===== src/rtl/scratchpad_pkg.sv =====
// Shared types for the scratchpad controller.
//   - LEN_* : request size codes (0=1B, 1=2B, 2=4B, 3=8B)
//   - sp_req_t : queued request {wr, len, addr, wdata}
//   - sp_rsp_t : queued response {wr, err, rdata}
//   - len_bytes() : byte count for a size code
// The request address field is sized for the widest supported scratchpad;
// the controller zero-extends its ADDR_WIDTH-bit address into it.
package scratchpad_pkg;

  localparam logic [1:0] LEN_1B = 2'd0;
  localparam logic [1:0] LEN_2B = 2'd1;
  localparam logic [1:0] LEN_4B = 2'd2;
  localparam logic [1:0] LEN_8B = 2'd3;

  localparam int SP_ADDR_W_MAX = 32;

  typedef struct packed {
    logic                     wr;
    logic [1:0]               len;
    logic [SP_ADDR_W_MAX-1:0] addr;
    logic [63:0]              wdata;
  } sp_req_t;

  typedef struct packed {
    logic        wr;
    logic        err;
    logic [63:0] rdata;
  } sp_rsp_t;

  function automatic logic [3:0] len_bytes(input logic [1:0] len);
    case (len)
      LEN_1B:  return 4'd1;
      LEN_2B:  return 4'd2;
      LEN_4B:  return 4'd4;
      LEN_8B:  return 4'd8;
      default: return 4'd8;
    endcase
  endfunction

endpackage


===== src/rtl/scratchpad_ctrl_sync_fifo.sv =====
// sync_fifo: single-clock FIFO with occupancy count.
//   clk, rst_n : clock, synchronous active-low reset (clears pointers/count)
//   push/wdata : write one entry (ignored when full)
//   pop        : drop the head entry (ignored when empty)
//   rdata      : current head entry (first-word fall-through)
//   count      : number of valid entries, 0..DEPTH
// DEPTH need not be a power of two; pointers wrap explicitly.
module sync_fifo #(
  parameter int WIDTH = 8,
  parameter int DEPTH = 4,
  parameter int CW    = $clog2(DEPTH + 1)
) (
  input  logic             clk,
  input  logic             rst_n,
  input  logic             push,
  input  logic [WIDTH-1:0] wdata,
  input  logic             pop,
  output logic [WIDTH-1:0] rdata,
  output logic [CW-1:0]    count
);

  localparam int PW = (DEPTH > 1) ? $clog2(DEPTH) : 1;

  logic [WIDTH-1:0] mem [DEPTH];
  logic [PW-1:0]    wr_ptr;
  logic [PW-1:0]    rd_ptr;
  logic [CW-1:0]    cnt;
  logic             do_push;
  logic             do_pop;

  function automatic logic [PW-1:0] ptr_next(input logic [PW-1:0] p);
    return (p == PW'(DEPTH - 1)) ? '0 : p + PW'(1);
  endfunction

  assign do_push = push && (cnt != CW'(DEPTH));
  assign do_pop  = pop && (cnt != '0);

  always_ff @(posedge clk) begin
    if (!rst_n) begin
      wr_ptr <= '0;
      rd_ptr <= '0;
      cnt    <= '0;
    end else begin
      if (do_push) wr_ptr <= ptr_next(wr_ptr);
      if (do_pop)  rd_ptr <= ptr_next(rd_ptr);
      case ({do_push, do_pop})
        2'b10:   cnt <= cnt + CW'(1);
        2'b01:   cnt <= cnt - CW'(1);
        default: cnt <= cnt;
      endcase
    end
  end

  // Storage is data only; validity is tracked by the pointers above.
  always_ff @(posedge clk) begin
    if (do_push) mem[wr_ptr] <= wdata;
  end

  assign rdata = mem[rd_ptr];
  assign count = cnt;

endmodule


===== src/rtl/scratchpad_ctrl.sv =====
// scratchpad_ctrl: queues byte-addressed read/write requests, issues them
// one per cycle to a 64-bit registered-read scratchpad RAM, and returns one
// in-order response per request.
//   clk, rst_n                    : clock, synchronous active-low reset
//   req_valid/req_ready           : request handshake
//   req_wr, req_len, req_addr,
//   req_wdata                     : request type, size code, byte address, data
//   rsp_valid/rsp_ready           : response handshake
//   rsp_wr, rsp_err, rsp_rdata    : echoed type, bounds error, read data
//   ram_en, ram_wr, ram_len,
//   ram_addr, ram_wdata           : RAM command (combinational, issue cycle only)
//   ram_rdata                     : RAM read data, valid the cycle after a read
// ADDR_WIDTH must be below 32 (the package address field width).
module scratchpad_ctrl
  import scratchpad_pkg::*;
#(
  parameter int ADDR_WIDTH = 10,
  parameter int REQ_DEPTH  = 4,
  parameter int RSP_DEPTH  = 2
) (
  input  logic                  clk,
  input  logic                  rst_n,
  input  logic                  req_valid,
  output logic                  req_ready,
  input  logic                  req_wr,
  input  logic [1:0]            req_len,
  input  logic [ADDR_WIDTH-1:0] req_addr,
  input  logic [63:0]           req_wdata,
  output logic                  rsp_valid,
  input  logic                  rsp_ready,
  output logic                  rsp_wr,
  output logic                  rsp_err,
  output logic [63:0]           rsp_rdata,
  output logic                  ram_en,
  output logic                  ram_wr,
  output logic [1:0]            ram_len,
  output logic [ADDR_WIDTH-1:0] ram_addr,
  output logic [63:0]           ram_wdata,
  input  logic [63:0]           ram_rdata
);

  localparam int QCW = $clog2(REQ_DEPTH + 1);
  localparam int RCW = $clog2(RSP_DEPTH + 1);

  sp_req_t               req_in;
  sp_req_t               head;
  logic [QCW-1:0]        req_count;
  logic                  req_push;
  logic                  issue;
  logic                  ram_go;
  logic                  head_err;
  logic [ADDR_WIDTH:0]   end_addr;

  sp_rsp_t               rsp_in;
  sp_rsp_t               rsp_head;
  logic [RCW-1:0]        rsp_count;
  logic [RCW:0]          rsp_occ;
  logic                  rsp_pop;

  logic                  inflight;
  logic                  wr_p1;
  logic                  err_p1;

  // Stage p0: accept into the request queue
  always_comb begin
    req_in       = '0;
    req_in.wr    = req_wr;
    req_in.len   = req_len;
    req_in.addr[ADDR_WIDTH-1:0] = req_addr;
    req_in.wdata = req_wdata;
  end

  assign req_ready = rst_n && (req_count != QCW'(REQ_DEPTH));
  assign req_push  = req_valid && req_ready;

  sync_fifo #(
    .WIDTH ($bits(sp_req_t)),
    .DEPTH (REQ_DEPTH),
    .CW    (QCW)
  ) u_req_q (
    .clk   (clk),
    .rst_n (rst_n),
    .push  (req_push),
    .wdata (req_in),
    .pop   (issue),
    .rdata (head),
    .count (req_count)
  );

  // Stage p1: issue the head. The response queue must have room for every
  // outstanding item, counting a pop happening this very cycle.
  always_comb begin
    rsp_occ  = {1'b0, rsp_count} + (RCW+1)'(inflight) - (RCW+1)'(rsp_pop);
    issue    = rst_n && (req_count != '0) && (rsp_occ < (RCW+1)'(RSP_DEPTH));
    // One extra bit holds addr + size without wrapping; any set address bit
    // above ADDR_WIDTH is also out of range.
    end_addr = {1'b0, head.addr[ADDR_WIDTH-1:0]} + (ADDR_WIDTH+1)'(len_bytes(head.len));
    head_err = (|head.addr[SP_ADDR_W_MAX-1:ADDR_WIDTH]) ||
               (end_addr > {1'b1, {ADDR_WIDTH{1'b0}}});
  end

  assign ram_go    = issue && !head_err;
  assign ram_en    = ram_go;
  assign ram_wr    = ram_go && head.wr;
  assign ram_len   = ram_go ? head.len : '0;
  assign ram_addr  = ram_go ? head.addr[ADDR_WIDTH-1:0] : '0;
  assign ram_wdata = ram_go ? head.wdata : '0;

  always_ff @(posedge clk) begin
    if (!rst_n) inflight <= 1'b0;
    else        inflight <= issue;
  end

  always_ff @(posedge clk) begin
    if (issue) begin
      wr_p1  <= head.wr;
      err_p1 <= head_err;
    end
  end

  // Stage p2: capture RAM data and push the response
  always_comb begin
    rsp_in       = '0;
    rsp_in.wr    = wr_p1;
    rsp_in.err   = err_p1;
    rsp_in.rdata = (!wr_p1 && !err_p1) ? ram_rdata : 64'h0;
  end

  sync_fifo #(
    .WIDTH ($bits(sp_rsp_t)),
    .DEPTH (RSP_DEPTH),
    .CW    (RCW)
  ) u_rsp_q (
    .clk   (clk),
    .rst_n (rst_n),
    .push  (inflight),
    .wdata (rsp_in),
    .pop   (rsp_pop),
    .rdata (rsp_head),
    .count (rsp_count)
  );

  // Stage p3: present the response queue head
  assign rsp_valid = rst_n && (rsp_count != '0);
  assign rsp_pop   = rsp_valid && rsp_ready;
  assign rsp_wr    = rsp_valid && rsp_head.wr;
  assign rsp_err   = rsp_valid && rsp_head.err;
  assign rsp_rdata = rsp_valid ? rsp_head.rdata : 64'h0;

endmodule


===== config.mk =====
export PLATFORM = sky130hd
export DESIGN_NAME = scratchpad_ctrl
export DESIGN_NICKNAME = d
export VERILOG_FILES = /design/src/rtl/scratchpad_pkg.sv /design/src/rtl/scratchpad_ctrl_sync_fifo.sv /design/src/rtl/scratchpad_ctrl.sv
export SDC_FILE = /design/constraint.sdc
export NUM_CORES = 1
export LEC_CHECK = 0
export CORE_MARGIN = 4
export CORE_UTILIZATION = 25
export DETAILED_ROUTE_END_ITERATION = 8
export PLACE_DENSITY_LB_ADDON = 0.12
export RECOVER_POWER = 50
export SLEW_MARGIN = 20
export SYNTH_ARGS = -nofsm -noshare
export SYNTH_HDL_FRONTEND = slang
export SYNTH_HIERARCHICAL = 1
export SYNTH_SLANG_ARGS = --single-unit

===== constraint.sdc =====
create_clock -name clk -period 5.5 [get_ports clk]
set_clock_uncertainty 0.1 [all_clocks]
set_input_delay 1.1 -clock clk [delete_from_list [all_inputs] [get_ports clk]]
set_output_delay 1.1 -clock clk [all_outputs]
set_load 0.01 [all_outputs]

==> summary.txt <==
Run status
  • Run status: finished with violations
  • Violated checks: max-capacitance violations, max-slew violations

Setup path
  • Kind of capture point of the worst setup path: output pin
  • CP startpoint kind: input port
  • Arr. time, crit path: about 4100 ps
  • Highest fanout seen on the critical path: 22
  • Critical Setup Path Class: in -> out
  • Required time at the endpoint of the critical path: around 4300 ps
  • Count of cells along the worst register-to-register path: 4

Layout
  • Most frequent cells in the layout: edfxtp_1, clkdlybuf4s50_1, mux4_2
  • Share of final-layout standard cells stronger than drive strength 1: approximately 18%
  • Commonest non-fill, non-tap cell in the layout: edfxtp_1
  • Layout overhead on the synthesized area: 33.0%
  • FILL cells: 8237
  • Fin util: between 30% and 40%
  • Final cell area excluding filler cells: slightly below 30000 sq um
  • Layout Nets: 1696

Global route
  • Largest net degree at the start of global routing: 68
  • Total gr overflow: 0
  • Antenna violations before repair: 14
  • Vias in the first global route: between 10000 and 15000
  • Global-route wire length before repair: 78.8 mm
  • All-layer global routing usage: approximately an eighth

Pwr
  • Peak ir drop on the vdd network: between 0.2 and 0.25 mV
  • Leakage: 10.6 nW
  • P per Cell Area: 327 nW/um^2

STA
  • Number of setup violations in the final report: 0
  • Max_slew headroom: -101%
  • Max Transition Viols Final: ~170
  • Final critical delay including setup and external delays: around 5300 ps
  • Number of hold violations in the final report: 0
  • Transition time at the pin with the least slew margin: a little over 3000 ps
  • Maximum operating frequency: about 0.19 GHz
  • Period Utilization, post-route: between 90% and 100%
  • Worst Hold Slack: about 400 ps

Place
  • PortBufs: 290
  • Post-DP HPWL: 32.6 mm
  • Cell Area, Placed: approximately 26000 sq um
  • Global placer's final weighted congestion: ~0.7

Clock tree
  • CTS tree: built
  • Level count of the clock H-tree: 3
  • # clock sinks: around 550
  • Clock input transition at the sequential cells of the worst setup and hold paths: 60 ps
  • Source-to-sink clock delay at the later pin of the worst-skew pair: between 500 and 600 ps
  • Total CTS buffers: 67
  • CTS max path bufs: 3
  • Root buffer selected by CTS: clkbuf_16

Floorplan
  • Die H: ~300 microns
  • Ports: 291
  • Core outline area: about 86000 sq um
  • Initial Util: 25.3%
  • Die Span X: roughly 300 microns
  • Die outline area: slightly above 90000 sq um
  • Cell row count: between 100 and 150

Synth
  • Number of register bits inferred by synthesis: roughly 550
  • Seq/Total Area, Yosys: 74.9%
  • Average footprint of a synthesized cell: about 20 sq um
  • Fraction of registers with async set or reset after synthesis: 0%
  • Yosys warns: 6
  • Yosys cell types: 46
  • Post-synth design cell area: between 20000 and 25000 sq um
  • Number of synthesized flops with an enable pin: between 500 and 600
  • Cell count after synthesis: between 1000 and 1500
  • Most instantiated flip-flop cell in the synthesis netlist: edfxtp_1
  • Fraction of synthesized cell area taken by the top area cell type: between 70 and 80%
  • Leading post-synthesis cells by cell area: edfxtp_1, mux4_2, and2_1, mux2_1, and3_1
  • Cell taking the most area after synthesis: edfxtp_1

Drt
  • Number of vias per cell: just over 4
  • Number of design rule violations left after detail routing: 0
  • Number of iterations in the first detailed-routing pass: 4
  • Wire length per cell after detailed routing: between 15 and 20 microns
  • Initial detailed-routing violation count: 396
  • Routed Antenna Nets: 0
  • DR vias: between 10000 and 15000
  • Final routed wirelength across all metal layers: about 54 mm

Worst hold path
  • Type of the most critical hold path: reg -> reg
  • Number of instances on the worst hold path: 2

Flow run
  • Max capacitance violation total: 4
-- repair_timing --
| item | 4_1_cts | 5_1_grt |
|---|---|---|
| hold buffers | 0 | 0 |
| pin swaps | 2 | 1 |
| setup endpoints to repair | 77 | 53 |
| resized for setup | 32 | 91 |
| cloned | 1 | 2 |
| buffers inserted | 5 | 7 |
-- stage by stage --
step / total power, W / instances / TNS (ps) / worst slack, ps
after floorplan: 0.00506 / 1182 / 0 / 739
after global placement: 0.00536 / 2596 / -4140 / -83.9
after detailed placement: 0.00537 / 2596 / -3400 / -72.6
after CTS: 0.00965 / 2721 / 0 / 6.75
after global routing: 0.00986 / 2732 / -34.4 / -24.7
final: 0.00943 / 2735 / 0 / 226
-- worst paths after layout --
path	from	endpoint	slack [ps]
min	u_req_q/wr_ptr[1]$_SDFFE_PN0P_	u_req_q/wr_ptr[1]$_SDFFE_PN0P_	400
min reg2reg	u_req_q/wr_ptr[1]$_SDFFE_PN0P_	u_req_q/wr_ptr[1]$_SDFFE_PN0P_	400
max reg2reg	u_rsp_q/count[0]$_SDFFE_PN0P_	u_rsp_q/mem[0][38]$_DFFE_PP_	1140
max	rst_n	ram_wdata[21]	230
-- where the power goes --
group | internal, W | leakage [nW] | switching [W]
Clock | 0.00247 | 1.01 | 0.00169
Sequential | 0.00468 | 5.05 | 0.0000292
Combinational | 0.000281 | 4.54 | 0.000267
-- cells by family (layout without fill, tap and decap cells) --
| group | Yosys count | count (layout) | share of synthesized area (%) |
|---|---|---|---|
| xor gates and xnor gates | 7 | 7 | 0.283 |
| adders and majority gates | 15 | 15 | 0.971 |
| muxes | 166 | 166 | 13.8 |
| AOI/OAI and AO/OA | 19 | 19 | 0.612 |
| and+or+nand+nor | 268 | 268 | 7.71 |
| other | 1 | 93 | 0.0173 |
| DFF | 545 | 545 | 74.9 |
| buffers and inverters | 74 | 478 | 1.76 |
-- Yosys cell counts (2+ instances only) --
| master | count |
|---|---|
| o21ai_0 | 6 |
| dfxtp_1 | 15 |
| and2_1 | 138 |
| nand2_1 | 10 |
| fa_1 | 3 |
| nand4_1 | 3 |
| and3_1 | 73 |
| mux2_1 | 66 |
| and3_2 | 8 |
| clkbuf_2 | 7 |
| xnor2_1 | 5 |
| a21boi_0 | 2 |
| nand3b_1 | 2 |
| xor2_1 | 2 |
| clkbuf_1 | 28 |
| nand3_1 | 4 |
| edfxtp_1 | 530 |
| nor2_1 | 11 |
| nand2b_1 | 4 |
| nor2b_1 | 4 |
| ha_1 | 12 |
| inv_1 | 15 |
| or3_1 | 2 |
| mux4_2 | 99 |
| a21boi_1 | 2 |
| buf_8 | 4 |
| buf_2 | 13 |
| nor4_2 | 3 |
| nor4_1 | 2 |
| buf_6 | 2 |
| buf_4 | 5 |
-- state kept, by name (all words and copies together), names as in the netlist, named ones only --
name            cells
u_req_q/mem       396
wr_p1               1
u_rsp_q/count       2
inflight            1
u_rsp_q/rd_ptr      1
u_req_q/rd_ptr      2
u_rsp_q/mem       132
err_p1              1
u_req_q/wr_ptr      2
u_rsp_q/wr_ptr      1
u_req_q/count       3
-- critical path, stage by stage --
cell,delay (ps)
clkdlybuf4s50_1,420
o21a_2,130
and2_0,170
ha_1,290
nor2b_1,150
fa_1,420
nand3b_1,230
nor4_4,240
buf_6,160
buf_4,170
buf_16,160
and3_1,150
dlygate4sd2_1,270
-- final cells by class --
cell class	count	area, sq um	share of cell area, %
clock buffers	81	1760	6.11
clock inverters	38	317	1.10
diodes	5	12.5	0.0434
flip-flops and latches	545	16200	56.3
multi-input cells	563	5440	18.9
repair buffers	344	3560	12.4
well taps	1144	1430	4.97
inverters	15	56.3	0.195
-- routing by layer --
| metal | share of wire (%) | GRT usage (%) |
|---|---|---|
| met2 | 50 | 20.1 |
| met4 | 2.7 | 3.45 |
| met3 | 6.2 | 3.16 |
| met1 | 41 | 14.3 |
| met5 | 0.074 | 0 |
(Power assumes the default switching activity.)
